### config.mk
export PLATFORM = sky130hd
export DESIGN_NAME = fifo_rd_arbiter
export DESIGN_NICKNAME = d
export VERILOG_FILES = /design/src/rtl/fifo_rd_arbiter.sv
export SDC_FILE = /design/constraint.sdc
export NUM_CORES = 1
export LEC_CHECK = 0
export CAP_MARGIN = 40
export CELL_PAD_IN_SITES_DETAIL_PLACEMENT = 1
export CELL_PAD_IN_SITES_GLOBAL_PLACEMENT = 2
export CORE_ASPECT_RATIO = 1.2
export CORE_MARGIN = 5
export CORE_UTILIZATION = 25
export DETAILED_ROUTE_END_ITERATION = 8
export GPL_TIMING_DRIVEN = 0
export PLACE_DENSITY = 0.74
export SYNTH_ARGS = -nofsm -noshare
export SYNTH_HDL_FRONTEND = slang
export SYNTH_SLANG_ARGS = --single-unit
### constraint.sdc
create_clock -name clk -period 2.5 [get_ports clk]
set_input_delay 0.375 -clock clk [delete_from_list [all_inputs] [get_ports clk]]
set_output_delay 0.375 -clock clk [all_outputs]
set_load 0.005 [all_outputs]
### src/rtl/fifo_rd_arbiter.sv
// Round-robin read scheduler: shares one AXI-Stream master among NQ registered-output FIFO read ports.
// Optional build macro FIFO_RD_ARB_PKT_LOCK_EN keeps each queue's packet contiguous on m_axis.
module fifo_rd_arbiter #(
  parameter int NQ = 4,
  parameter int DW = 32,
  localparam int IDW = $clog2(NQ)
) (
  input  logic                 clk,
  input  logic                 rst,
  input  logic [NQ-1:0]        i_empty,
  output logic [NQ-1:0]        o_ren,
  input  logic [NQ*DW-1:0]     i_rdata,
  input  logic [NQ-1:0]        i_rlast,
  output logic                 m_axis_tvalid,
  input  logic                 m_axis_tready,
  output logic [DW-1:0]        m_axis_tdata,
  output logic                 m_axis_tlast,
  output logic [IDW-1:0]       m_axis_tid,
  output logic                 o_busy
);

  logic [DW-1:0]  w_rdata [NQ];

  genvar gi;
  generate
    for (gi = 0; gi < NQ; gi++) begin : g_unpack
      assign w_rdata[gi] = i_rdata[gi*DW +: DW];
    end
  endgenerate

  logic [IDW-1:0] r_last_grant;
  logic           r_inflight;
  logic [IDW-1:0] r_inflight_q;

  logic [DW-1:0]  r_buf_data [2];
  logic           r_buf_last [2];
  logic [IDW-1:0] r_buf_id   [2];
  logic           r_wr_ptr;
  logic           r_rd_ptr;
  logic [1:0]     r_count;

  logic           w_pop;
  logic           w_push;
  logic [2:0]     w_occ;
  logic           w_credit;
  logic [NQ-1:0]  w_elig;
  logic           w_grant_valid;
  logic [IDW-1:0] w_grant_q;
  logic           w_issue;

  assign w_pop    = (r_count != 2'd0) & m_axis_tready;
  assign w_push   = r_inflight;
  // Occupancy the buffer will reach once the in-flight beat lands, net of this cycle's pop.
  assign w_occ    = {1'b0, r_count} + {2'b00, r_inflight} - {2'b00, w_pop};
  assign w_credit = (w_occ < 3'd2);

`ifdef FIFO_RD_ARB_PKT_LOCK_EN
  localparam logic ST_ARB  = 1'b0;
  localparam logic ST_LOCK = 1'b1;

  logic           r_state;
  logic [IDW-1:0] r_lock_q;
  logic           w_lock_active;
  logic [IDW-1:0] w_lock_q;

  // The beat being captured decides the lock this cycle, so no other queue slips in behind it.
  always_comb begin
    w_lock_active = 1'b0;
    w_lock_q      = r_lock_q;
    if (r_inflight) begin
      w_lock_active = ~i_rlast[r_inflight_q];
      w_lock_q      = r_inflight_q;
    end else begin
      w_lock_active = (r_state == ST_LOCK);
    end
  end

  always_comb begin
    w_elig = ~i_empty;
    if (w_lock_active) begin
      w_elig = ~i_empty & ({{(NQ-1){1'b0}}, 1'b1} << w_lock_q);
    end
  end

  always_ff @(posedge clk) begin
    if (rst) begin
      r_state  <= ST_ARB;
      r_lock_q <= '0;
    end else if (w_push) begin
      r_state  <= i_rlast[r_inflight_q] ? ST_ARB : ST_LOCK;
      r_lock_q <= r_inflight_q;
    end
  end
`else
  assign w_elig = ~i_empty;
`endif

  always_comb begin
    logic [IDW:0] w_idx;
    w_grant_valid = 1'b0;
    w_grant_q     = '0;
    w_idx         = '0;
    for (int k = 1; k <= NQ; k++) begin
      w_idx = {1'b0, r_last_grant} + (IDW+1)'(k);
      if (w_idx >= (IDW+1)'(NQ)) begin
        w_idx = w_idx - (IDW+1)'(NQ);
      end
      if (!w_grant_valid && w_elig[w_idx[IDW-1:0]]) begin
        w_grant_valid = 1'b1;
        w_grant_q     = w_idx[IDW-1:0];
      end
    end
  end

  assign w_issue = w_grant_valid & w_credit & ~rst;
  assign o_ren   = w_issue ? ({{(NQ-1){1'b0}}, 1'b1} << w_grant_q) : '0;

  always_ff @(posedge clk) begin
    if (rst) begin
      r_last_grant <= IDW'(NQ - 1);
      r_inflight   <= 1'b0;
      r_inflight_q <= '0;
      r_wr_ptr     <= 1'b0;
      r_rd_ptr     <= 1'b0;
      r_count      <= 2'd0;
      for (int i = 0; i < 2; i++) begin
        r_buf_data[i] <= '0;
        r_buf_last[i] <= 1'b0;
        r_buf_id[i]   <= '0;
      end
    end else begin
      r_inflight <= w_issue;
      if (w_issue) begin
        r_last_grant <= w_grant_q;
        r_inflight_q <= w_grant_q;
      end
      if (w_push) begin
        r_buf_data[r_wr_ptr] <= w_rdata[r_inflight_q];
        r_buf_last[r_wr_ptr] <= i_rlast[r_inflight_q];
        r_buf_id[r_wr_ptr]   <= r_inflight_q;
        r_wr_ptr             <= ~r_wr_ptr;
      end
      if (w_pop) begin
        r_rd_ptr <= ~r_rd_ptr;
      end
      r_count <= r_count + {1'b0, w_push} - {1'b0, w_pop};
    end
  end

  assign m_axis_tvalid = (r_count != 2'd0);
  assign m_axis_tdata  = r_buf_data[r_rd_ptr];
  assign m_axis_tlast  = r_buf_last[r_rd_ptr];
  assign m_axis_tid    = r_buf_id[r_rd_ptr];
  assign o_busy        = (r_count != 2'd0) | r_inflight;

endmodule

======== Word-level counts from Yosys, hierarchy flattened ========
Memory sizes are Yosys's and may differ from the RTL's. A register that Yosys moved wholly into a read port is not among the register bits.
Index checks and enable logic that the tools add are counted.
storage, ports and cells
  bits in registers ....................... 9
  memory bits (writable) .................. 70
  output and inout bits ................... 41
  logic and storage cells ................. 98
  memories kept ........................... 3
cells by class
  add/subtract/negate cells ............... 12
  magnitude comparators ................... 11
  shifts and indexed selects .............. 1
  muxes and demuxes ....................... 46
  bitwise gates (word level) .............. 9
  reductions and logical operators ........ 10
memories
  name        words  width  read ports  clocked after Yosys merged registers in  wr ports  line  source
  r_buf_data  2      32     1           1                                        2         35    logic [DW-1:0] r_buf_data [2];
  r_buf_id    2      2      1           1                                        2         37    logic [IDW-1:0] r_buf_id [2];
  r_buf_last  2      1      1           1                                        2         36    logic r_buf_last [2];
operators by type and width
  kind                   number
  $mux W32               3
  $bmux W32 S2           1
  $reduce_or A32 Y1      1
  $mux W1                27
  $mux W2                9
  $ge A3 B3 Y1 const B   5
  $lt A2 B3 Y1 const B   5
  $bmux W1 S2            5
  $sub A2 B1 Y2 const B  4
  $add A2 B2 Y3 const B  2
  $mux W4                1
  $not A4 Y4             1
  $shl A1 B2 Y4 const A  1
  $add A2 B1 Y3          1
  $add A2 B1 Y3 const B  1
  $add A2 B3 Y3 const B  1
  $and A1 B1 Y1          3
  $logic_and A1 B1 Y1    3
  $logic_not A1 Y1       3
  $lt A3 B2 Y1 const B   1
  $not A1 Y1             3
  $not A2 Y3             1
  $sub A3 B1 Y3          1
  $add A2 B1 Y2          1
  5 further kinds        5

======== Longest topological paths before layout ========
Gate-level depths: netlist of run 1.
  word-level depth ........................ 18
  gate-level depth with buffers ........... 12

======== Worst setup path after synthesis of run 1 ========
OpenSTA, ideal clock, no wires.
  path kind ............................... register to output
  from .................................... reg r_count[1]
  to ...................................... out o_ren[0]
  arrival time ............................ 2441 ps
  required time ........................... 2125 ps
  setup slack ............................. -316 ps
  cell stages (with the launch flop) ...... 13
  buffers on the path ..................... 1
  cell sequence ........................... dfxtp_1 > or2_2 > and2_1 > ha_1 > inv_1 > ha_1 > inv_1 > fa_1 > xnor2_1 > and4b_1 > buf_2 > a21bo_2 > nor2_1
between the ends
  longest elaborated chain between the ends .. 7
  elaborated cells between the ends (all ways) .. 8
  classes of those cells .................. 2 x add/sub; 1 x order compare; 1 x mux; 3 x bitwise; 1 x reduce/logical
ends and longest elaborated chain
  element                     line  source
  start, declared             40    logic [1:0] r_count;
  start signal, assigned      146   r_count <= r_count + {1'b0, w_push} - {1'b0, w_pop};
  $reduce_bool A2 Y1          -
  via m_axis_tvalid           14    output logic m_axis_tvalid,
  $and A1 B1 Y1               51    assign w_pop = (r_count != 2'd0) & m_axis_tready;
  via w_pop                   42    logic w_pop;
  $sub A3 B1 Y3               54    assign w_occ = {1'b0, r_count} + {2'b00, r_inflight} - {2'b00, w_pop};
  $lt A3 B2 Y1                55    assign w_credit = (w_occ < 3'd2);
  $and A1 B1 Y1 (2 in a row)  115   assign w_issue = w_grant_valid & w_credit & ~rst;
  $mux W4                     116   assign o_ren = w_issue ? ({{(NQ-1){1'b0}}, 1'b1} << w_grant_q) : '0;
  end, declared               11    output logic [NQ-1:0] o_ren,
The timed path passes the listed nets, and every way through them passes these cells.

======== Worst setup path in the final report of run 1 ========
  from .................................... reg r_count[1]
  to ...................................... out o_ren[1]
between the ends
  longest elaborated chain between the ends .. 7
  elaborated cells between the ends (all ways) .. 8
  classes of those cells .................. 2 x add/sub; 1 x order compare; 1 x mux; 3 x bitwise; 1 x reduce/logical
ends and longest elaborated chain
  element                     line
  $reduce_bool A2 Y1          51
  $and A1 B1 Y1               51
  via w_pop                   42
  $sub A3 B1 Y3               54
  $lt A3 B2 Y1                55
  $and A1 B1 Y1 (2 in a row)  115
  $mux W4                     116
The timed path passes the listed nets, and every way through them passes these cells.

==> results.cfg, run 1 <==
[sta]
setup-violations-final = 4
slew_headroom = 0.6271
post-route-period-util = 1.246
grt_setup_unrepaired = true
fin_crit_ns = 3.114
slew_violations = 0
fin_ws_ns = -0.6138
fin_skew_ns = 0.007444
hold_violations = 0
whs_ns = 0.5341
fmax_mhz = 321.1
tightest_slew_ns = 0.5569

[die]
start_util = 0.2558
die_h_um = 154.1
ios = 180
die_w_um = 130.1
core_area_um2 = 16920
design.die.area_um2 = 20050
placementRows = 52

[synth]
synth_edf_count = 70
avgSynthCellArea_um2 = 14.92
ys_types = 35
async_flop_share = 0
yosys.area.top_type_share = 0.4857
synth_area_leader_cell = edfxtp_1
synth_warnings = 0
yosysSeqAreaShare = 0.5319
syn-instance-count = 290
synth_seq_cells = 80
ys.flop_type = edfxtp_1
synth_area_um2 = 4328
syn-num-nets = 432
synthTopCellsByArea = edfxtp_1 (49%), mux4_2 (17%), mux2_2 (9.1%), and2_1 (5.2%), nor2b_1 (4.9%)

[detailed_routing]
viasPerCell = 4.489
antenna_left = 0
first_pass_iters = 4
dr_total_vias = 3187
drc = 0
drt-initial-drc-count = 160
wl_um = 13340
post_drt_wl_per_cell_um = 18.79

[worst_setup_path]
cp-startpoint = r_count[1]
cp-start-kind = flip-flop
reg2reg_slack_ns = 0.02
crit_arrival_ns = 2.74
path_buf_inv = 4
cp_slowest_cell = fa_2
max_stage_delay_ns = 0.52
r2r_cells = 12
path_delay_family = adder cells
endpoint_kind = output pin
critPathKind = reg -> out
r2r-end = r_inflight_q[1]
reg2reg_from = r_count[1]
critical_path.max_fanout = 4
path_cells = or2_4 -> and2_4 -> ha_4 -> inv_2 -> ha_4 -> inv_2 -> fa_2 -> and4b_1 -> buf_6 -> a21bo_4 -> nor2_2 -> buf_2
cp.required_ns = 2.12

[grt]
grt_overflow = 0
grt_pass1_wl_um = 20440
grt_max_degree = 23
track_usage = 0.1336
grt_antenna_before_repair = 1
grt_pass1_vias = 3697

[final_layout]
postLayoutCellArea_um2 = 6850
n_fill_cell = 1793
drive_gt1_frac = 0.2556
mostFrequentLayoutCells = clkdlybuf4s50_1 (175), edfxtp_1 (70), mux2_2 (35), and2_1 (35), nor2b_1 (34)
fin_nets = 630
layout_commonest_cell = clkdlybuf4s50_1
final_cells = 710
syn2layout_area_growth_pct = 58.28

[cts]
cts_buffers = 9
cts_tree = done
cts_buffer_depth = 2
cts_root_buffer = clkbuf_16
clock_sinks = 80
holdBufCountCts = 0
htreeDepth = 3
clk_latency_ns = 0.33
clk_pin_slew_ns = 0.06

[run_status]
outcome = finished, violations left
violations = setup timing

[power]
p_comb_frac = 0.459
power.leakage_uw = 0.002422
p_int_uw = 4288
netSwitchingPower_uw = 1758
cellPowerDensity_nw_per_um2 = 882.7
swShare = 0.2908
power_frac_seq = 0.323
power_frac_clock = 0.218
vdd_drop_max_mv = 0.4053

[run]
cap_viol_max_count = 0

[min_path]
hp-class = reg -> reg
worstHoldEndpoint = r_rd_ptr
min_path_cells = 2
min_from = r_rd_ptr

[placed_design]
dp.cells = 687
place_area_um2 = 6485
port_buffers = 179
place_ws_ns = -0.9677
place_hpwl_um = 10300
gp_congestion = 0.7070
[layout make-up]
| type | count | area [um^2] | area share |
|---|---|---|---|
| Clock inverter | 3 | 20.02 | 0.002922 |
| Tap cell | 216 | 270.3 | 0.03945 |
| Timing Repair Buffer | 188 | 1868 | 0.2727 |
| Clock buffer | 13 | 282.8 | 0.04128 |
| Inverter | 8 | 30.03 | 0.004384 |
| Sequential cell | 80 | 2308 | 0.3370 |
| Multi-Input combinational cell | 182 | 1947 | 0.2842 |
| Buffer | 19 | 121.4 | 0.01772 |
| Antenna cell | 1 | 2.502 | 0.0003653 |
[cells in the mapped netlist (2+ instances only)]
library cell / count
nand2_1: 2
and2_1: 36
nor2b_1: 34
nand3b_1: 2
buf_6: 3
buf_2: 8
clkbuf_1: 8
nand2b_1: 3
mux4_2: 33
a21oi_1: 2
dfxtp_1: 10
edfxtp_1: 70
xnor2_1: 3
nor2_1: 13
inv_1: 8
mux2_2: 35
ha_1: 2
[metrics by stage]
step / utilization / setup TNS [ns] / total power (uW)
final: 0.4050 / -2.257 / 6047
after floorplan: - / -0.4151 / 3470
after detailed placement: 0.3834 / -4.261 / 4713
after global placement: 0.3808 / -51.54 / 4616
after CTS: 0.4043 / -2.350 / 6148
after global routing: 0.4050 / -2.800 / 6417
[repair_timing]
| action | CTS | global route |
|---|---|---|
| gates resized for setup | 23 | 2 |
| pin swaps | 6 | 2 |
| setup endpoints to repair | 34 | 6 |
| buffers inserted | 7 | 0 |
[cell families (layout without fill, tap and decap cells)]
| logic type | Yosys count | count (layout) | share of synthesized area |
|---|---|---|---|
| fa+ha+maj | 3 | 3 | 0.01041 |
| mux | 69 | 69 | 0.2651 |
| simple gates | 97 | 97 | 0.1339 |
| buf+inv | 28 | 231 | 0.03440 |
| compound gates | 10 | 10 | 0.01822 |
| xor+xnor | 3 | 3 | 0.006072 |
| other cells | 0 | 1 | 0 |
| flops | 80 | 80 | 0.5319 |
[registers in the layout (all words and copies together) (netlist names), named ones only]
signal / flops
r_count: 2
r_buf_id: 4
r_rd_ptr: 1
r_buf_data: 64
r_last_grant: 2
r_inflight_q: 2
r_buf_last: 2
r_inflight: 1
r_wr_ptr: 1
[how the worst max path moves through the flow]
| stage | endpoint | slack, ns | cells past startpoint |
|---|---|---|---|
| final | o_ren[1] | -0.61 | 12 |
| after global routing | o_ren[1] | -0.71 | 12 |
| after CTS | o_ren[1] | -0.64 | 12 |
| after detailed placement | o_ren[0] | -0.97 | 12 |
| after global placement | o_ren[0] | -0.96 | 12 |
| after floorplan | o_ren[0] | -0.15 | 11 |
[tightest hold or removal path, cell delays in order (launching register included)]
cell and delay [ns]:
dfxtp_1 0.33, xnor2_1 0.09, nor2_1 0.08
[power groups by stage]
| stage | clock network [uW] | registers, uW | logic, uW |
|---|---|---|---|
| finish | 1320 | 1950 | 2770 |
| CTS | 1350 | 1960 | 2840 |
| global route | 1410 | 1990 | 3020 |
| global placement | 0 | 1960 | 2660 |
| floorplan | 0 | 1930 | 1540 |
| detailed placement | 0 | 1970 | 2740 |
[layer usage]
layer	part of all wire	vias up	track usage
li1	-	1484	-
met5	0	-	0
met3	0.055	13	0.03088
met1	0.37	1611	0.1454
met2	0.56	79	0.2548
met4	0.014	0	0.03416
Power figures use the tool's default switching activity.
==> run 2, diff against run 1 <==
Settings changed: CAP_MARGIN 40 to unset, CORE_UTILIZATION 25 to 30, PLACE_DENSITY 0.74 to 0.84.
Clock period 2.5 ns to 3.9 ns, I/O delays scaled along.
==> results.cfg, run 2 (same netlist as run 1, synthesis figures left out) <==
[worst_setup_path]
r2r-end = r_inflight_q[0]
crit_arrival_ns = 3.06
critPathKind = in -> out
reg2reg_slack_ns = 1.39
reg2reg_from = r_count[1]
cp-startpoint = m_axis_tready
r2r_cells = 12
critical_path.max_fanout = 8
cp-start-kind = primary input
cp-endpoint = o_ren[1]
cp.required_ns = 3.31
endpoint_kind = output pin

[final_layout]
fin_util = 0.4640
top_regs = r_buf_data x64, r_buf_id x4
fin_nets = 623
layout_commonest_cell = clkdlybuf4s50_1
syn2layout_area_growth_pct = 53.25
drive_gt1_frac = 0.2045
largest-register = r_buf_data
postLayoutCellArea_um2 = 6633
antennaDiodeCount = 0
largest_reg_flops = 64
mostFrequentLayoutCells = clkdlybuf4s50_1 (175), edfxtp_1 (70), and2_1 (36), mux2_2 (35), nor2b_1 (34)

[grt]
grt_antenna_before_repair = 0
grt_pass1_wl_um = 19190
grt_max_degree = 36
grt_overflow = 0
grt_pass1_vias = 3524
track_usage = 0.1490

[cts]
clock_sinks = 80
clk_latency_ns = 0.33
holdBufCountCts = 0
cts_buffers = 9
cts_buffer_depth = 2
htreeDepth = 3
cts_root_buffer = clkbuf_16
cts_tree = done
clk_pin_slew_ns = 0.06

[power]
cellPowerDensity_nw_per_um2 = 542.2
total_power_uw = 3596
power.leakage_uw = 0.002385
vdd_drop_max_mv = 0.2631

[sta]
grt_setup_unrepaired = false
hold_violations = 0
fmax_mhz = 274.4
fin_crit_ns = 3.644
tightest_slew_ns = 0.9196
slew_violations = 0
fin_ws_ns = 0.2563
slew_headroom = 0.3870
post-route-period-util = 0.9343
fin_skew_ns = 0.006234
setup-violations-final = 0
whs_ns = 0.5242

[die]
start_util = 0.3028
die_h_um = 141.6
ios = 180
placementRows = 48
core_area_um2 = 14290
design.die.area_um2 = 16940
die_w_um = 119.6

[detailed_routing]
first_pass_iters = 4
post_drt_wl_per_cell_um = 18.90
viasPerCell = 4.777
drt-initial-drc-count = 100
wl_um = 12460
drc = 0
dr_total_vias = 3148
antenna_left = 0

[min_path]
hp-class = reg -> reg

[run]
cap_viol_max_count = 0

[placed_design]
place_ws_ns = -0.08889
gp_congestion = 0.7493
place_area_um2 = 6362
place_hpwl_um = 9769
port_buffers = 179

[run_status]
outcome = finished clean
-- run 2: worst min path at each step --
stage	from	to	slack [ns]	cells after the start
detailed placement	r_rd_ptr	r_rd_ptr	0.52	2
finish	r_rd_ptr	r_rd_ptr	0.52	2
global placement	r_rd_ptr	r_rd_ptr	0.51	2
CTS	r_rd_ptr	r_rd_ptr	0.53	2
floorplan	r_rd_ptr	flip-flop	0.48	2
global route	r_rd_ptr	r_rd_ptr	0.58	2
-- run 2: metal layers --
metal / vias up / global-route usage / share of wire
met5: - / 0 / 0
met4: 0 / 0.06936 / 0.032
met3: 23 / 0.02671 / 0.038
met2: 89 / 0.2893 / 0.58
met1: 1565 / 0.1536 / 0.35
li1: 1471 / - / -
-- run 2: layout make-up --
class | instances | area [um^2]
fillers | 1486 | 7661
flip-flops and latches | 80 | 2303
multi-input cells | 182 | 1896
repair buffers | 180 | 1814
clock buffers | 12 | 236.5
well taps | 175 | 219.0
plain buffers | 20 | 125.1
inverters | 8 | 30.03
clock inverters | 2 | 8.758
-- run 2: what timing repair did --
item	4_1_cts	5_1_grt
buffers inserted	0	0
endpoints found under the setup margin	4	2
pin swaps	0	0
gates resized for setup	5	5
-- run 2: power by group --
group	switching (uW)	leakage, uW	total [uW]	internal [uW]
logic	659	0.00145	1640	981
clock network	295	0.000120	716	421
registers	74.1	0.000816	1240	1170
total	1030	0.00238	3600	2570
-- run 2: stage by stage --
stage	instances	TNS (ns)
5_1_grt	659	0
3_5_place_dp	645	-0.2440
4_1_cts	659	0
6_report	659	0
3_3_place_gp	644	-0.2617
2_1_floorplan	290	0
-- run 2: worst max-delay path: stages --
cell             delay (ns)
clkdlybuf4s50_1        0.45
and2_1                 0.16
ha_1                   0.23
inv_1                  0.05
ha_1                   0.13
inv_1                  0.05
fa_1                   0.37
xnor2_1                0.13
and4b_1                0.21
buf_6                  0.13
a21bo_2                0.23
nor2_1                 0.08
dlygate4sd2_1          0.24
==> run 3, diff against run 2 <==
Settings changed: REMOVE_ABC_BUFFERS set to 1.
==> results.cfg, run 3 (same netlist as run 1, synthesis figures left out) <==
[power]
power_frac_seq = 0.357
p_int_uw = 2648
swShare = 0.2837
cellPowerDensity_nw_per_um2 = 551.5
total_power_uw = 3697
p_comb_frac = 0.425
power.leakage_uw = 0.002396
power_frac_clock = 0.219
netSwitchingPower_uw = 1049
vdd_drop_max_mv = 0.3494

[final_layout]
postLayoutCellArea_um2 = 6703
fin_nets = 611
largest-register = r_buf_data
largest_reg_flops = 64
drive_gt1_frac = 0.2131
layout_commonest_cell = clkdlybuf4s50_1
antennaDiodeCount = 0
mostFrequentLayoutCells = clkdlybuf4s50_1 (175), edfxtp_1 (70), and2_1 (36), mux2_2 (35), nor2b_1 (34)
syn2layout_area_growth_pct = 54.87
top_regs = r_buf_data x64, r_buf_id x4

[worst_setup_path]
crit_arrival_ns = 3.08
critical_path.max_fanout = 4
path_depth = 12
r2r_cells = 11
cp_slowest_cell = fa_1
cp.required_ns = 3.31
max_stage_delay_ns = 0.37
cp-start-kind = flip-flop
endpoint_kind = output pin
path_buf_inv = 3
critPathKind = reg -> out
path_cells = or2_2 -> and2_1 -> ha_1 -> inv_1 -> ha_1 -> inv_1 -> fa_1 -> xnor2_1 -> and4b_2 -> a21bo_2 -> nor2_1 -> dlygate4sd2_1
path_delay_family = simple AND/OR/NAND/NOR gates

[die]
start_util = 0.3028
design.die.area_um2 = 16940
die_h_um = 141.6
die_w_um = 119.6
placementRows = 48
core_area_um2 = 14290
ios = 180

[detailed_routing]
drt-initial-drc-count = 80
post_drt_wl_per_cell_um = 18.56
wl_um = 12050
drc = 0
first_pass_iters = 4
antenna_left = 0
viasPerCell = 4.835
dr_total_vias = 3138

[sta]
hold_violations = 0
setup-violations-final = 0
slew_violations = 0
fin_skew_ns = 0.007471
slew_headroom = 0.4908
grt_setup_unrepaired = false
post-route-period-util = 0.9390
fin_setup_tns_ns = 0
fin_crit_ns = 3.662
fmax_mhz = 273.1
tightest_slew_ns = 0.7630

[grt]
grt_overflow = 0
grt_pass1_wl_um = 18400
track_usage = 0.1414
grt_pass1_vias = 3612
grt_max_degree = 28
grt_antenna_before_repair = 0

[cts]
cts_tree = done
clk_pin_slew_ns = 0.06
clk_latency_ns = 0.33
htreeDepth = 3
cts_root_buffer = clkbuf_16
cts_buffers = 9
clock_sinks = 80
cts_buffer_depth = 2

[placed_design]
place_hpwl_um = 9444
place_area_um2 = 6399
gp_congestion = 0.7019
port_buffers = 179

[run_status]
outcome = finished clean

[min_path]
hp-class = reg -> reg
min_path_cells = 2

[run]
cap_viol_max_count = 0
run 3: changes by cell type in the layout (fill, tap and decap cells not counted), moves of 3 or more:
cell	previous run	this run
buf_12	1	4
clkbuf_1	11	0
buf_2	7	0
buf_6	4	0
run 3: metal layers:
| metal | part of all wire | wire length [um] | GRT usage | vias to the layer above |
|---|---|---|---|---|
| met5 | 0 | 0 | 0 | - |
| met4 | 0.018 | 221 | 0.04403 | 0 |
| met3 | 0.054 | 655 | 0.03828 | 14 |
| met2 | 0.57 | 6878 | 0.2780 | 102 |
| met1 | 0.36 | 4292 | 0.1437 | 1567 |
| li1 | - | - | - | 1455 |
run 3: worst min-delay path: stages (launching register included):
cell,delay [ns]
dfxtp_1,0.33
xnor2_1,0.09
nor2_1,0.08
run 3: final timing paths:
path,startpoint,to,slack [ns]
setup / recovery,r_count[1],o_ren[1],0.24
hold / removal,r_rd_ptr,r_rd_ptr,0.54
setup reg to reg,r_count[1],r_inflight_q[1],1.23
hold reg to reg,r_rd_ptr,r_rd_ptr,0.54
run 3: repair_timing:
item	in CTS	in global routing
hold buffers	0	0
gates resized for setup	4	2
pin swaps	1	0
buffers inserted	1	0
setup endpoints to repair	4	2
run 3: cell type report:
type                    count  area (um^2)
multi-input cells         182         1893
well taps                 175        219.0
repair buffers            188         1967
clock inverters             7        62.56
flip-flops and latches     80         2306
clock buffers               9        225.2
inverters                   8        30.03
fillers                  1461         7591
run 3: power by group through the flow:
stage / clock network [uW] / registers (uW) / logic (uW)
2_1_floorplan: 0 / 1340 / 759
3_3_place_gp: 0 / 1420 / 1410
3_5_place_dp: 0 / 1340 / 1600
4_1_cts: 834 / 1330 / 1620
5_1_grt: 875 / 1350 / 1700
6_report: 809 / 1320 / 1570
run 3: per-stage QoR:
step           cells  worst slack, ns  hold WS (ns)  utilization
2_1_floorplan    270           0.8761        0.4811            -
5_1_grt          649           0.1116        0.5879       0.4689
3_3_place_gp     624           -1.258        0.4993       0.4351
4_1_cts          649          0.02948        0.5573       0.4686
3_5_place_dp     632          -0.1213        0.5359       0.4477
6_report         649           0.2380        0.5416       0.4689
